`src/rtl/instruction_fetch.sv`:
```
// Instruction fetch unit: requests one word at a time, holds it for the decoder,
// and computes the next PC from jump/branch controls; misalignment or timeout faults.
module instruction_fetch #(
  parameter logic [31:0] RESET_PC = 32'h0000_0000,
  parameter int          TIMEOUT  = 16
) (
  input  logic        clk,
  input  logic        rst_n,
  output logic        imem_req,
  output logic [31:0] imem_addr,
  input  logic        imem_ack,
  input  logic [31:0] imem_rdata,
  input  logic        stall,
  input  logic        jump,
  input  logic        jumpLink,
  input  logic        jumpReg,
  input  logic        branchE,
  input  logic        branchNE,
  input  logic        alu_zero,
  input  logic [31:0] rs_data,
  output logic [31:0] instr,
  output logic [5:0]  opcode,
  output logic [5:0]  funct,
  output logic        instr_valid,
  output logic [31:0] pc,
  output logic [31:0] pc_plus4,
  output logic        fault
);

  typedef enum logic [1:0] {IDLE, FETCH, HOLD, FAULT} state_t;

  localparam bit          TIMEOUT_EN = (TIMEOUT != 0);
  localparam logic [15:0] TLAST      = (TIMEOUT > 0) ? 16'(TIMEOUT - 1) : 16'd0;

  state_t      state;
  logic [15:0] tcount;
  logic [31:0] next_pc;
  logic [31:0] branch_off;
  logic [31:0] jump_target;
  logic        branch_taken;

  assign pc_plus4     = pc + 32'd4;
  assign imem_addr    = pc;
  assign opcode       = instr[31:26];
  assign funct        = instr[5:0];
  assign branch_off   = {{14{instr[15]}}, instr[15:0], 2'b00};
  assign jump_target  = {pc_plus4[31:28], instr[25:0], 2'b00};
  assign branch_taken = (branchE & alu_zero) | (branchNE & ~alu_zero);

  // Register jump beats absolute jump beats taken branch beats sequential.
  always_comb begin
    next_pc = pc_plus4;
    if (jumpReg)
      next_pc = rs_data;
    else if (jump || jumpLink)
      next_pc = jump_target;
    else if (branch_taken)
      next_pc = pc_plus4 + branch_off;
  end

  always_ff @(posedge clk or negedge rst_n) begin
    if (!rst_n) begin
      state       <= IDLE;
      pc          <= RESET_PC;
      instr       <= 32'd0;
      tcount      <= 16'd0;
      fault       <= 1'b0;
      imem_req    <= 1'b0;
      instr_valid <= 1'b0;
    end else begin
      case (state)
        IDLE: begin
          state    <= FETCH;
          imem_req <= 1'b1;
        end
        FETCH: begin
          // An ack on the final allowed cycle still counts as a successful fetch.
          if (imem_ack) begin
            instr       <= imem_rdata;
            state       <= HOLD;
            imem_req    <= 1'b0;
            instr_valid <= 1'b1;
            tcount      <= 16'd0;
          end else if (TIMEOUT_EN && tcount == TLAST) begin
            state    <= FAULT;
            fault    <= 1'b1;
            imem_req <= 1'b0;
            tcount   <= 16'd0;
          end else begin
            tcount <= tcount + 16'd1;
          end
        end
        HOLD: begin
          if (!stall) begin
            instr_valid <= 1'b0;
            if (next_pc[1:0] != 2'b00) begin
              fault <= 1'b1;
              state <= FAULT;
            end else begin
              pc       <= next_pc;
              state    <= FETCH;
              imem_req <= 1'b1;
            end
          end
        end
        FAULT: begin
          state <= FAULT;
        end
        default: begin
          state <= FAULT;
          fault <= 1'b1;
        end
      endcase
    end
  end

endmodule

```
`config.mk`:
```
export PLATFORM = sky130hd
export DESIGN_NAME = instruction_fetch
export DESIGN_NICKNAME = d
export VERILOG_FILES = /design/src/rtl/instruction_fetch.sv
export SDC_FILE = /design/constraint.sdc
export NUM_CORES = 1
export LEC_CHECK = 0
export CAP_MARGIN = 20
export CORE_MARGIN = 2
export CORE_UTILIZATION = 40
export CTS_CLUSTER_DIAMETER = 40
export DETAILED_ROUTE_END_ITERATION = 10
export PLACE_DENSITY_LB_ADDON = 0.3
export SLEW_MARGIN = 15
export SYNTH_ARGS = -nofsm -noshare
export SYNTH_HDL_FRONTEND = slang
export SYNTH_SLANG_ARGS = --single-unit
```
`constraint.sdc`:
```
create_clock -name clk -period 9.5 [get_ports clk]
set_clock_uncertainty 0.2 [all_clocks]
set_input_delay 1.9 -clock clk [delete_from_list [all_inputs] [get_ports clk]]
set_output_delay 1.9 -clock clk [all_outputs]
set_load 0.1 [all_outputs]
```
==> results.toml, run 1 <==
[logic_synthesis]
syn_nets = 895
synth_edf_count = 0
synth-seq-cells = 85
yosysSeqAreaShare_pct = 31.9
synth_warnings = 0
synth_area_per_cell_sq_um = 8.52
async_reset_ff_share_pct = 100
ys_dominant_reg_cell = "dfrtp_1"
syn-cell-area_sq_mm = 0.00667
syn_inst = 783
synth_cell_types = 66

[layout]
syn_to_final_growth_pct = 35.1
fillers = 1545
layout-drive-gt1-share_pct = 8.49
mostFrequentLayoutCells = "clkdlybuf4s50_1, nand2_1, dfrtp_1"
antenna_cells = 0
instances_no_fill = 1162
final_area_sq_mm = 0.00901
final_common_cell = "clkdlybuf4s50_1"
nets = 1050
fin_util_pct = 54.7

[timing]
setup_viol_count_final = 0
drv_slew = 0
tightest_slew_ns = 1.04
max_freq_mhz = 168
rsz0062_at_grt = "false"
period_needed_ns = 5.94
hold_viol = 0
finalSetupTns_ns = 0
relSlewSlack_pct = 30.5
period_share_pct = 62.5

[global_route]
grt_pass1_wl_mm = 34.3
gr-usage-all-layers_pct = 24.7
antenna_found_initial = 0
grt_pass1_vias = 6106
grt_start_max_net_pins = 60
gr-total-overflow = 0

[clock_network]
cts_hold_buf = 0
clock_tree.buffer_depth = 2
clockRootBuffer = "clkbuf_16"
insertion_delay_ns = 0.35
cts_tree = "yes"
numCtsBuffers = 9
clkSlewWorstSetupHoldPaths_ns = 0.06
post-cts-setup-buffers = 0
cts-resized-gates = 0
htreeDepth = 3
cts.sinks = 85

[route]
drc = 0
highest_layer = "met4"
post_drt_wl_per_cell_um = 18.9
vias = 6545
ant_nets = 0
wl_met3_mm = 1.44
wl_met1_mm = 9.57
wl_met2_mm = 10.6
routed_wl_mm = 22.0
drt-pass1-iter-count = 5
viasPerCell = 5.63
dr.first_iter.drc_count = 577

[setup_path]
required_ns = 7.40
r2r_end = "imem_addr[31]"
r2r_setup_slack_ns = 4.76
rr_worst_depth = 15
worstSetupPathType = "register to output port"
cp-end-kind = "output port"
critPathTopFamily = "simple AND/OR/NAND/NOR gates"
slowest_stage = "clkdlybuf4s50_1"
setup.worst_path.start_class = "register"
slowest_delay_ns = 1.20
cp_cell_sequence = "and4_1, nand4_1, nor4_2, nand2_1, xnor2_1, clkdlybuf4s50_1"
cp_max_fo = 8
cp.arrival_ns = 3.84
critPathBufInv = 1
timing.rr.start = "imem_addr[2]"

[place]
gp_congestion = 0.943
dpl.hpwl_mm = 16.1
dpl.cell_count = 1147
placed_cell_area_sq_mm = 0.00868
io_buffer_count = 216

[hold_path]
worstHoldPathType = "register to register"
hold_depth = 1
worstHoldStart = "fault"
holdPathEnd = "fault"

[floorplanning]
initial_core_util_pct = 40.5
die-height_um = 133
die_area_sq_mm = 0.0177
top_level_ports = 217
core_area_sq_mm = 0.0165
die_x_um = 133
num_rows = 47

[run_status]
outcome = "complete, no violations"

[run]
cap_viol_max_count = 0
## final cells by class
cell class	instances	area, sq um	share of cell area (%)
clock buffers	10	239	2.65
inverters	15	56.3	0.625
well taps	220	275	3.06
flip-flops and latches	85	2130	23.6
multi-input cells	604	4010	44.6
clock inverters	5	82.6	0.917
repair buffers	223	2210	24.6
## routing by layer
metal	vias up	global-route usage (%)
met5	-	0
met1	3125	33.9
met3	24	2.59
met4	0	8.51
met2	297	40.8
li1	3099	-
## cells by family after synthesis
group / Yosys count / synth area share [%]
AND/OR/NAND/NOR: 252 / 18.4
AO/OA/AOI/OAI: 224 / 20.9
buffers and inverters: 94 / 8.24
flip-flops: 85 / 31.9
XOR/XNOR: 49 / 6.44
multiplexers: 41 / 6.87
adder cells (fa/ha/maj): 38 / 7.24
## flip-flops by register name, indices dropped and copies added, names as in the netlist
signal	flops
instr_valid	1
fault	1
state	2
imem_addr	32
tcount	16
imem_req	1
instr	32
## per-stage QoR
stage / hold slack (ns) / worst slack [ns]
final: 0.256 / 3.56
after global routing: 0.279 / 3.34
after CTS: 0.258 / 3.59
after detailed placement: 0.243 / 3.98
after global placement: 0.245 / 4.04
after floorplan: 0.282 / 3.25
## cell usage after synthesis, types with 5 or more instances
cell type	count	area, sq um
a211oi_1	5	37.5
a21o_1	6	45.0
a21oi_1	74	370
a311oi_1	7	61.3
a31oi_1	7	43.8
and2_1	7	43.8
and3_1	29	181
buf_4	48	360
clkbuf_1	24	90.1
dfrtp_1	85	2130
ha_1	37	463
inv_1	15	56.3
mux2_2	34	383
mux2i_1	6	60.1
nand2_1	91	342
nand3_1	27	135
nand4_1	11	68.8
nor2_1	44	165
nor3_1	7	35.0
nor4_1	5	31.3
o211ai_1	10	75.1
o21a_1	6	45.0
o21ai_0	74	370
or2_2	5	31.3
or3_1	5	31.3
xnor2_1	30	263
xor2_1	19	166
## worst max-delay path by stage
| stage | start | endpoint | slack, ns | cells past startpoint |
|---|---|---|---|---|
| CTS | imem_addr[11] | pc_plus4[25] | 3.59 | 6 |
| detailed placement | imem_addr[11] | pc_plus4[25] | 3.98 | 6 |
| finish | imem_addr[11] | pc_plus4[25] | 3.56 | 6 |
| floorplan | imem_addr[11] | imem_addr[31] | 3.25 | 14 |
| global route | imem_addr[11] | pc_plus4[25] | 3.34 | 6 |
| global placement | imem_addr[11] | pc_plus4[25] | 4.04 | 6 |
Power of run 1 is left out: the tool's default activity adds up to more than one toggle a clock period on the data nets, which glitch-free logic cannot reach.
==> run 2: changes to the inputs <==
- clock period: 9.5 -> 6.05 ns (I/O delays scaled with it)
==> results.toml, run 2 (same netlist as run 1, synthesis figures left out) <==
[setup_path]
required_ns = 4.64
critPathTopFamily = "simple AND/OR/NAND/NOR gates"
slowest_stage = "clkdlybuf4s50_1"
cp_cell_sequence = "ha_1, nand4_1, nor2_1, and3_1, nand3_1, xnor2_1, clkdlybuf4s50_1"
cp.arrival_ns = 3.74
setup.worst_path.start_class = "register"
slowest_delay_ns = 1.20
critPathBufInv = 1
cp_max_fo = 6
r2r_setup_slack_ns = 1.45
cp-end-kind = "output port"
worstSetupPathType = "register to output port"

[route]
dr.first_iter.drc_count = 440
post_drt_wl_per_cell_um = 18.7
viasPerCell = 5.56
drc = 0
drt-pass1-iter-count = 5
vias = 6462
ant_nets = 0
routed_wl_mm = 21.7

[timing]
rsz0062_at_grt = "false"
relSlewSlack_pct = 29.6
finalSetupTns_ns = 0
max_freq_mhz = 194
tightest_slew_ns = 1.05
period_needed_ns = 5.15
drv_slew = 0
setup_viol_count_final = 0
hold_viol = 0
period_share_pct = 85.2

[layout]
instances_no_fill = 1162
syn_to_final_growth_pct = 35.3
fillers = 1513
mostFrequentLayoutCells = "clkdlybuf4s50_1, nand2_1, dfrtp_1"
seq_area_sq_mm = 0.00213
antenna_cells = 0
layout-drive-gt1-share_pct = 9.13
nets = 1049
final_common_cell = "clkdlybuf4s50_1"
multi_input_area_sq_mm = 0.00406

[floorplanning]
num_rows = 47
die_x_um = 133
initial_core_util_pct = 40.5
die_area_sq_mm = 0.0177
die-height_um = 133
core_area_sq_mm = 0.0165
top_level_ports = 217

[clock_network]
htreeDepth = 3
cts-resized-gates = 0
cts.sinks = 85
numCtsBuffers = 9
cts_hold_buf = 0
post-cts-setup-buffers = 0
cts_tree = "yes"
clock_tree.buffer_depth = 2
insertion_delay_ns = 0.36
clockRootBuffer = "clkbuf_16"
clkSlewWorstSetupHoldPaths_ns = 0.07

[global_route]
grt_start_max_net_pins = 52
gr-usage-all-layers_pct = 24.5
grt_pass1_vias = 6307
grt_pass1_wl_mm = 34.3
antenna_found_initial = 0
gr-total-overflow = 0

[run]
cap_viol_max_count = 0

[hold_path]
worstHoldPathType = "register to register"

[place]
gp_congestion = 0.906
dpl.hpwl_mm = 16.2
io_buffer_count = 216
dpl.cell_count = 1146

[run_status]
outcome = "complete, no violations"
[run 2: final timing paths]
path                              start  cells past startpoint            end
max                        imem_addr[3]                      7   pc_plus4[28]
min                               fault                      1          fault
max reg2reg                imem_addr[3]                     14  imem_addr[31]
min reg2reg                       fault                      1          fault
max in group asynchronous         rst_n                      2     tcount[13]
min in group asynchronous         rst_n                      1      instr[11]
[run 2: per-layer routing]
layer / global-route usage [%] / wire length (um) / vias up
met5: 0 / 0 / -
met4: 8.33 / 524 / 0
met3: 4.72 / 1440 / 38
met2: 40.3 / 10400 / 233
met1: 32.4 / 9390 / 3091
li1: - / - / 3100
[run 2: cell type report]
type | count | share of cell area (%)
Clock buffer | 10 | 2.54
Clock inverter | 6 | 0.791
Inverter | 15 | 0.624
Multi-Input combinational cell | 604 | 45.0
Sequential cell | 85 | 23.6
Tap cell | 220 | 3.05
Timing Repair Buffer | 222 | 24.4
[run 2: metrics by stage]
| step | area (sq um) | setup slack [ns] | util (%) | hold slack [ns] |
|---|---|---|---|---|
| floorplan | 6710 | 0.0185 | - | 0.282 |
| global placement | 8720 | 1.32 | 53.0 | 0.259 |
| detailed placement | 8720 | 1.30 | 53.0 | 0.266 |
| CTS | 9020 | 0.905 | 54.8 | 0.281 |
| global route | 9020 | 0.690 | 54.8 | 0.297 |
| finish | 9020 | 0.896 | 54.8 | 0.270 |
Power of run 2 is left out for the same reason.
==> run 3: changes to the inputs <==
- ABC_CLOCK_PERIOD_IN_PS: unset -> 6050
==> results of run 3 <==
The final DEF is identical to that of run 2; final timing and power are the same.
Power of run 3 is left out for the same reason.
